===== src/rtl/gg_pkg.sv =====
// Shared constants and types for the Givens-generation (vectoring) cell.
package gg_pkg;

    localparam int BIT_SIZE    = 26;
    localparam int SHIFT_VALID = 4;
    localparam int N_ITER      = 12;

    // Gain compensation k = 155/256 ~ 1/1.6468
    localparam logic signed [8:0] K_GAIN  = 9'sd155;
    localparam int                K_SHIFT = 8;

    typedef enum logic [0:0] {
        IDLE = 1'b0,
        ACC  = 1'b1
    } gg_state_e;

endpackage


===== src/rtl/gg_vectoring_if.sv =====
// Element stream into the vectoring cell and direction/result stream out of it.
interface gg_vectoring_if #(
    parameter int DATA_W = 13,
    parameter int N_ITER = 12
);
    logic                     in_valid;
    logic signed [DATA_W-1:0] data_in;
    logic                     first;
    logic                     last_end_in;

    logic                     out_valid;
    logic        [N_ITER-1:0] di_out;
    logic signed [DATA_W-1:0] data_out;
    logic                     first_out;
    logic                     last_out;

    modport master (
        output in_valid, data_in, first, last_end_in,
        input  out_valid, di_out, data_out, first_out, last_out
    );

    modport slave (
        input  in_valid, data_in, first, last_end_in,
        output out_valid, di_out, data_out, first_out, last_out
    );
endinterface


===== src/rtl/gg_micro_stage.sv =====
// One vectoring CORDIC micro-rotation: drives y toward zero.
module gg_micro_stage
    import gg_pkg::*;
#(
    parameter int ITER = 0
) (
    input  logic signed [BIT_SIZE-1:0] x_i,
    input  logic signed [BIT_SIZE-1:0] y_i,
    output logic signed [BIT_SIZE-1:0] x_o,
    output logic signed [BIT_SIZE-1:0] y_o,
    output logic                       d
);
    logic signed [BIT_SIZE-1:0] x_sh;
    logic signed [BIT_SIZE-1:0] y_sh;

    assign x_sh = x_i >>> ITER;
    assign y_sh = y_i >>> ITER;
    // Differing signs mean y lies on the far side of the x axis from x
    assign d    = x_i[BIT_SIZE-1] ^ y_i[BIT_SIZE-1];

    // Rotate in the direction that reduces |y|
    always_comb begin
        if (d) begin
            x_o = x_i - y_sh;
            y_o = y_i + x_sh;
        end else begin
            x_o = x_i + y_sh;
            y_o = y_i - x_sh;
        end
    end
endmodule


===== src/rtl/gg_vectoring.sv =====
// Givens-generation diagonal cell: running r, 12-stage vectoring CORDIC,
// one direction word per element, gain-compensated r at column end.
// Optional: define GG_SAT_EN to saturate data_out instead of wrapping.
module gg_vectoring
    import gg_pkg::*;
#(
    parameter int DATA_W      = 13,
    parameter int N_ITER      = 12,
    parameter int SHIFT_VALID = 4
) (
    input  logic           clk,
    input  logic           reset,
    gg_vectoring_if.slave  bus
);
    localparam logic [0:0] S_IDLE = 1'(IDLE);
    localparam logic [0:0] S_ACC  = 1'(ACC);
    localparam int         PW     = BIT_SIZE - SHIFT_VALID;

    logic [0:0]                 state;
    logic signed [BIT_SIZE-1:0] r;
    logic signed [BIT_SIZE-1:0] y_in;
    logic signed [BIT_SIZE-1:0] xs [0:N_ITER];
    logic signed [BIT_SIZE-1:0] ys [0:N_ITER];
    logic        [N_ITER-1:0]   d;
    logic signed [BIT_SIZE+8:0] prod;
    logic signed [BIT_SIZE-1:0] r_new;
    logic signed [BIT_SIZE-1:0] sel;
    logic signed [PW-1:0]       pre;
    logic signed [DATA_W-1:0]   res;
    logic                       open_col;
    logic                       unused_bits;

    assign y_in  = {{(BIT_SIZE-DATA_W-SHIFT_VALID){bus.data_in[DATA_W-1]}},
                    bus.data_in, {SHIFT_VALID{1'b0}}};
    assign xs[0] = r;
    assign ys[0] = y_in;

    genvar gi;
    generate
        for (gi = 0; gi < N_ITER; gi++) begin : g_stage
            gg_micro_stage #(.ITER(gi)) u_stage (
                .x_i (xs[gi]),
                .y_i (ys[gi]),
                .x_o (xs[gi+1]),
                .y_o (ys[gi+1]),
                .d   (d[gi])
            );
        end
    endgenerate

    assign prod  = xs[N_ITER] * K_GAIN;
    assign r_new = prod[BIT_SIZE+K_SHIFT-1:K_SHIFT];
    assign sel   = bus.last_end_in ? r_new : ys[N_ITER];
    assign pre   = sel[BIT_SIZE-1:SHIFT_VALID];
    // A stray non-first element with no open column starts one
    assign open_col = bus.first || (state == S_IDLE);

    // Scale back to sample width: clamp or wrap depending on build
`ifdef GG_SAT_EN
    localparam logic signed [PW-1:0] SAT_HI = PW'((1 << (DATA_W-1)) - 1);
    localparam logic signed [PW-1:0] SAT_LO = PW'(-(1 << (DATA_W-1)));
    always_comb begin
        res = pre[DATA_W-1:0];
        if (pre > SAT_HI)      res = SAT_HI[DATA_W-1:0];
        else if (pre < SAT_LO) res = SAT_LO[DATA_W-1:0];
    end
    assign unused_bits = ^{prod[BIT_SIZE+8], prod[K_SHIFT-1:0], sel[SHIFT_VALID-1:0]};
`else
    always_comb begin
        res = pre[DATA_W-1:0];
    end
    assign unused_bits = ^{prod[BIT_SIZE+8], prod[K_SHIFT-1:0], sel[SHIFT_VALID-1:0],
                           pre[PW-1:DATA_W]};
`endif

    // Column state, running r and registered outputs; bubbles hold everything
    always_ff @(posedge clk or negedge reset) begin
        if (!reset) begin
            state         <= S_IDLE;
            r             <= '0;
            bus.out_valid <= 1'b0;
            bus.di_out    <= '0;
            bus.data_out  <= '0;
            bus.first_out <= 1'b0;
            bus.last_out  <= 1'b0;
        end else begin
            bus.out_valid <= bus.in_valid;
            if (bus.in_valid) begin
                bus.first_out <= bus.first;
                bus.last_out  <= bus.last_end_in;
                state         <= bus.last_end_in ? S_IDLE : S_ACC;
                if (open_col) begin
                    r            <= y_in;
                    bus.di_out   <= '0;
                    bus.data_out <= bus.data_in;
                end else begin
                    r            <= r_new;
                    bus.di_out   <= d;
                    bus.data_out <= res;
                end
            end
        end
    end
endmodule


===== src/flat_wrapper.sv =====
// flat-port wrapper written by rule: the top's interface ports become plain ports
module gg_vectoring_flat import gg_pkg::*;
#(
    parameter int DATA_W      = 13,
    parameter int N_ITER      = 12,
    parameter int SHIFT_VALID = 4
)
  (clk, reset, bus_in_valid, bus_data_in, bus_first, bus_last_end_in, bus_out_valid, bus_di_out, bus_data_out, bus_first_out, bus_last_out);
  gg_vectoring_if #(.DATA_W(DATA_W), .N_ITER(N_ITER)) bus_i ();
  input  logic clk;
  input  logic reset;
  input wire logic [$bits(bus_i.in_valid)-1:0] bus_in_valid;
  input wire logic [$bits(bus_i.data_in)-1:0] bus_data_in;
  input wire logic [$bits(bus_i.first)-1:0] bus_first;
  input wire logic [$bits(bus_i.last_end_in)-1:0] bus_last_end_in;
  output wire logic [$bits(bus_i.out_valid)-1:0] bus_out_valid;
  output wire logic [$bits(bus_i.di_out)-1:0] bus_di_out;
  output wire logic [$bits(bus_i.data_out)-1:0] bus_data_out;
  output wire logic [$bits(bus_i.first_out)-1:0] bus_first_out;
  output wire logic [$bits(bus_i.last_out)-1:0] bus_last_out;
  assign bus_i.in_valid = bus_in_valid;
  assign bus_i.data_in = bus_data_in;
  assign bus_i.first = bus_first;
  assign bus_i.last_end_in = bus_last_end_in;
  assign bus_out_valid = bus_i.out_valid;
  assign bus_di_out = bus_i.di_out;
  assign bus_data_out = bus_i.data_out;
  assign bus_first_out = bus_i.first_out;
  assign bus_last_out = bus_i.last_out;
  gg_vectoring #(.DATA_W(DATA_W), .N_ITER(N_ITER), .SHIFT_VALID(SHIFT_VALID)) u_core (.clk(clk), .reset(reset), .bus(bus_i));
endmodule

===== config.mk =====
export PLATFORM = sky130hd
export DESIGN_NAME = gg_vectoring_flat
export DESIGN_NICKNAME = d
export VERILOG_FILES = /design/src/rtl/gg_pkg.sv /design/src/rtl/gg_vectoring_if.sv /design/src/rtl/gg_micro_stage.sv /design/src/rtl/gg_vectoring.sv /design/src/flat_wrapper.sv
export SDC_FILE = /design/constraint.sdc
export NUM_CORES = 2
export LEC_CHECK = 0
export BUFFER_PORTS_ARGS = -buffer_cell sky130_fd_sc_hd__buf_2
export CORE_MARGIN = 4
export CORE_UTILIZATION = 27
export DETAILED_ROUTE_END_ITERATION = 8
export PLACE_DENSITY_LB_ADDON = 0.3
export SYNTH_ARGS = -nofsm -noshare
export SYNTH_HDL_FRONTEND = slang
export SYNTH_SLANG_ARGS = --single-unit

===== constraint.sdc =====
create_clock -name clk -period 99 [get_ports clk]
set_clock_uncertainty 0.1 [all_clocks]
set_input_delay 14.85 -clock clk [delete_from_list [all_inputs] [get_ports clk]]
set_output_delay 14.85 -clock clk [all_outputs]
set_load 0.1 [all_outputs]

==> out/metrics.csv <==
stage;metric;value;unit
outcome;status;complete, no violations;
yosys;synth_async_sr_flop_share;100.0;%
yosys;synth_nets;7089;
final_layout;area_growth;6.455;%
yosys;synth_area_leaders;ha_1 20%, xnor2_1 11%, a21oi_1 6.3%;
route;drt_iter0_markers;2865;
yosys;ys_ff_latch;55;
placement;portBuffers;45;
die;fp.dieW;415.0;um
die;core-area;164800;um^2
yosys;synth-edff-count;0;
timing;setup_viol;0;
route;met3_length;4.876;mm
clock_tree;clkLatencyLatePin;0.33;ns
route;routedWlPerCell;17.49;um
route;firstDrtPassIters;8;
worst_setup_path;critPathMaxFanout;43;
worst_setup_path;cpMostUsedCell;o21ai_0;
clock_tree;cts.hold.buffers_added;0;
yosys;synth_commonest_cells;729 x ha_1, 567 x a21oi_1, 557 x nor2_1, 549 x inv_1, 545 x xnor2_1;
clock_tree;postCtsSetupBuffers;0;
clock_tree;cts_resized;0;
timing;min_period;73.65;ns
placement;place_congestion;0.8897;
yosys;yosysTopAreaCell;ha_1;
final_layout;fillers;18213;
die;ios;46;
yosys;yosysTopAreaCellShare;20.39;%
route;remaining_drc_errors;0;
final_layout;drive_gt1_share;4.087;%
timing;worst_pin_slew;1.148;ns
route;routed.top_layer;met4;
grt;antenna_found_initial;1;
worst_setup_path;crit_slowest_cell;xnor2_2;
route;ant_nets;0;
worst_setup_path;cp_data_required_time;99.09;ns
yosys;yosysMostFrequentCell;ha_1;
timing;slew_headroom;22.25;%
route;m1WireLength;68.81;mm
die;dieArea;172300;um^2
worst_hold_path;holdCritPathClass;reg -> reg;
route;vias_per_cell;5.292;
clock_tree;cts_buffers;5;
worst_setup_path;critical_path_class;in -> reg;
clock_tree;htreeDepth;2;
flow_run;cap_violations;0;
final_layout;nNetsFinal;7029;
timing;setup_tns;0;ns
timing;fin_crit_sh;74.39;%
grt;grt_pass1_wl;232.6;mm
grt;grt.total_usage;16.17;%
route;drt-total-wl;146.6;mm
yosys;ys_seq_area_share;3.077;%
timing;slew_violations;0;
yosys;netlist_area;44730;um^2
route;dr_total_vias;44358;
clock_tree;cts_tree;yes;
clock_tree;cts_root_buf;clkbuf_16;
grt;grt_max_degree;63;
worst_setup_path;slowest_delay;0.81;ns
route;wl_met2;69.35;mm
die;die_h;415.0;um
clock_tree;clkSinkCount;55;
worst_setup_path;cp_data_arrival_time;73.74;ns
grt;grt_pass1_vias;42006;
timing;fmax;13.58;MHz
die;initial_core_util;27.14;%
die;rows;149;
clock_tree;clk_path_buf_depth;2;
yosys;synth_flop_cell;dfrtp_1;
yosys;ys_types;119;
yosys;avgSynthCellArea;7.157;um^2
worst_setup_path;start_kind;input port;
timing;finalHoldViolations;0;
yosys;ys_warn_count;0;
yosys;syn_inst;6250;
clock_tree;path_clk_slew;0.09;ns
grt;gr-total-overflow;0;
timing;rsz0062_at_grt;false;
placement;hpwlAfterDp;126.0;mm
worst_setup_path;critPathCaptureType;flip-flop;
final timing paths:
check	startpoint	end	slack, ns	cells past startpoint
worst max-delay path	bus_data_in[12]	u_core.r[25]$_DFFE_PN0P_	25.35	248
worst min-delay path	u_core.bus.data_out[12]$_DFFE_PN0P_	u_core.bus.data_out[12]$_DFFE_PN0P_	0.41	2
worst max register to register	u_core.r[8]$_DFFE_PN0P_	u_core.r[25]$_DFFE_PN0P_	39.70	246
worst min register to register	u_core.bus.data_out[12]$_DFFE_PN0P_	u_core.bus.data_out[12]$_DFFE_PN0P_	0.41	2
max in group asynchronous	reset	u_core.bus.di_out[6]$_DFFE_PN0P_	83.67	2
min in group asynchronous	reset	u_core.bus.data_out[10]$_DFFE_PN0P_	14.59	2
layout by cell type (no fill, tap or decap), types with 51 or more instances in the layout:
cell      instances
o31ai_1          71
xor2_1          312
nor4_1           51
ha_1            729
xnor2_1         539
dfrtp_1          55
nand3_1         113
o21bai_1         87
a211oi_1         68
o21a_1           76
nor2b_1          79
a21oi_1         567
or2_2            52
nor2_1          555
inv_1           549
nand2_1         388
nor3_1          182
nand2b_1         86
o21ai_0         370
or3_1            85
a21o_1          169
a31oi_1          68
fa_1             92
worst max-delay path, delay by kind of cell:
| family | cells | cell delay (ns) |
|---|---|---|
| AO/OA/AOI/OAI | 157 | 35.21 |
| AND/OR/NAND/NOR | 39 | 7.20 |
| adder cells (fa/ha/maj) | 17 | 6.10 |
| XOR/XNOR | 16 | 5.11 |
| buffers and inverters | 15 | 3.85 |
| multiplexers | 4 | 1.19 |
registers in the layout, summed over array words and instances (netlist names):
name	count
u_core.bus.first_out	1
u_core.bus.out_valid	1
u_core.r	26
u_core.bus.last_out	1
u_core.bus.di_out	12
u_core.bus.data_out	13
u_core.state	1
cell type report:
cell class              instances  area (um^2)  area share (%)
clock inverters                 3        50.05          0.1051
repair buffers                 78        473.0          0.9931
diodes                          2        5.005         0.01051
well taps                    2189         2739           5.751
clock buffers                   5        125.1          0.2627
flip-flops and latches         55         1376           2.890
multi-input cells            5498        40780           85.64
inverters                     552         2072           4.351
per-stage QoR:
step                      worst slack (ns)  hold WS [ns]  instance area (um^2)  std cells  util [%]
after floorplan                      34.16        0.4106                 44730       6250         -
after CTS                            26.10        0.4103                 47620       8380     28.89
final                                25.35        0.4096                 47620       8382     28.90
after detailed placement             26.03        0.3896                 47440       8372     28.79
after global placement               27.27        0.3840                 47440       8372     28.79
after global routing                 19.63        0.4180                 47620       8381     28.89
layer usage:
metal | vias up | track usage (%)
li1 | 22330 | -
met1 | 20976 | 21.86
met2 | 905 | 28.26
met3 | 147 | 0.7179
met4 | 0 | 3.832
met5 | - | 0
cell families (layout without fill, tap and decap cells):
| family | Yosys count | after routing | synth area share, % |
|---|---|---|---|
| AOI/OAI and AO/OA | 1907 | 1907 | 27.81 |
| xor gates and xnor gates | 865 | 865 | 17.09 |
| adders and majority gates | 821 | 821 | 24.51 |
| buffers and inverters | 697 | 638 | 5.944 |
| DFF | 55 | 55 | 3.077 |
| muxes | 40 | 40 | 0.9342 |
| other | 0 | 2 | 0 |
| and+or+nand+nor | 1865 | 1865 | 20.64 |
Power is left out: the tool's default activity adds up to more than one toggle a clock period on the data nets, which glitch-free logic cannot reach.
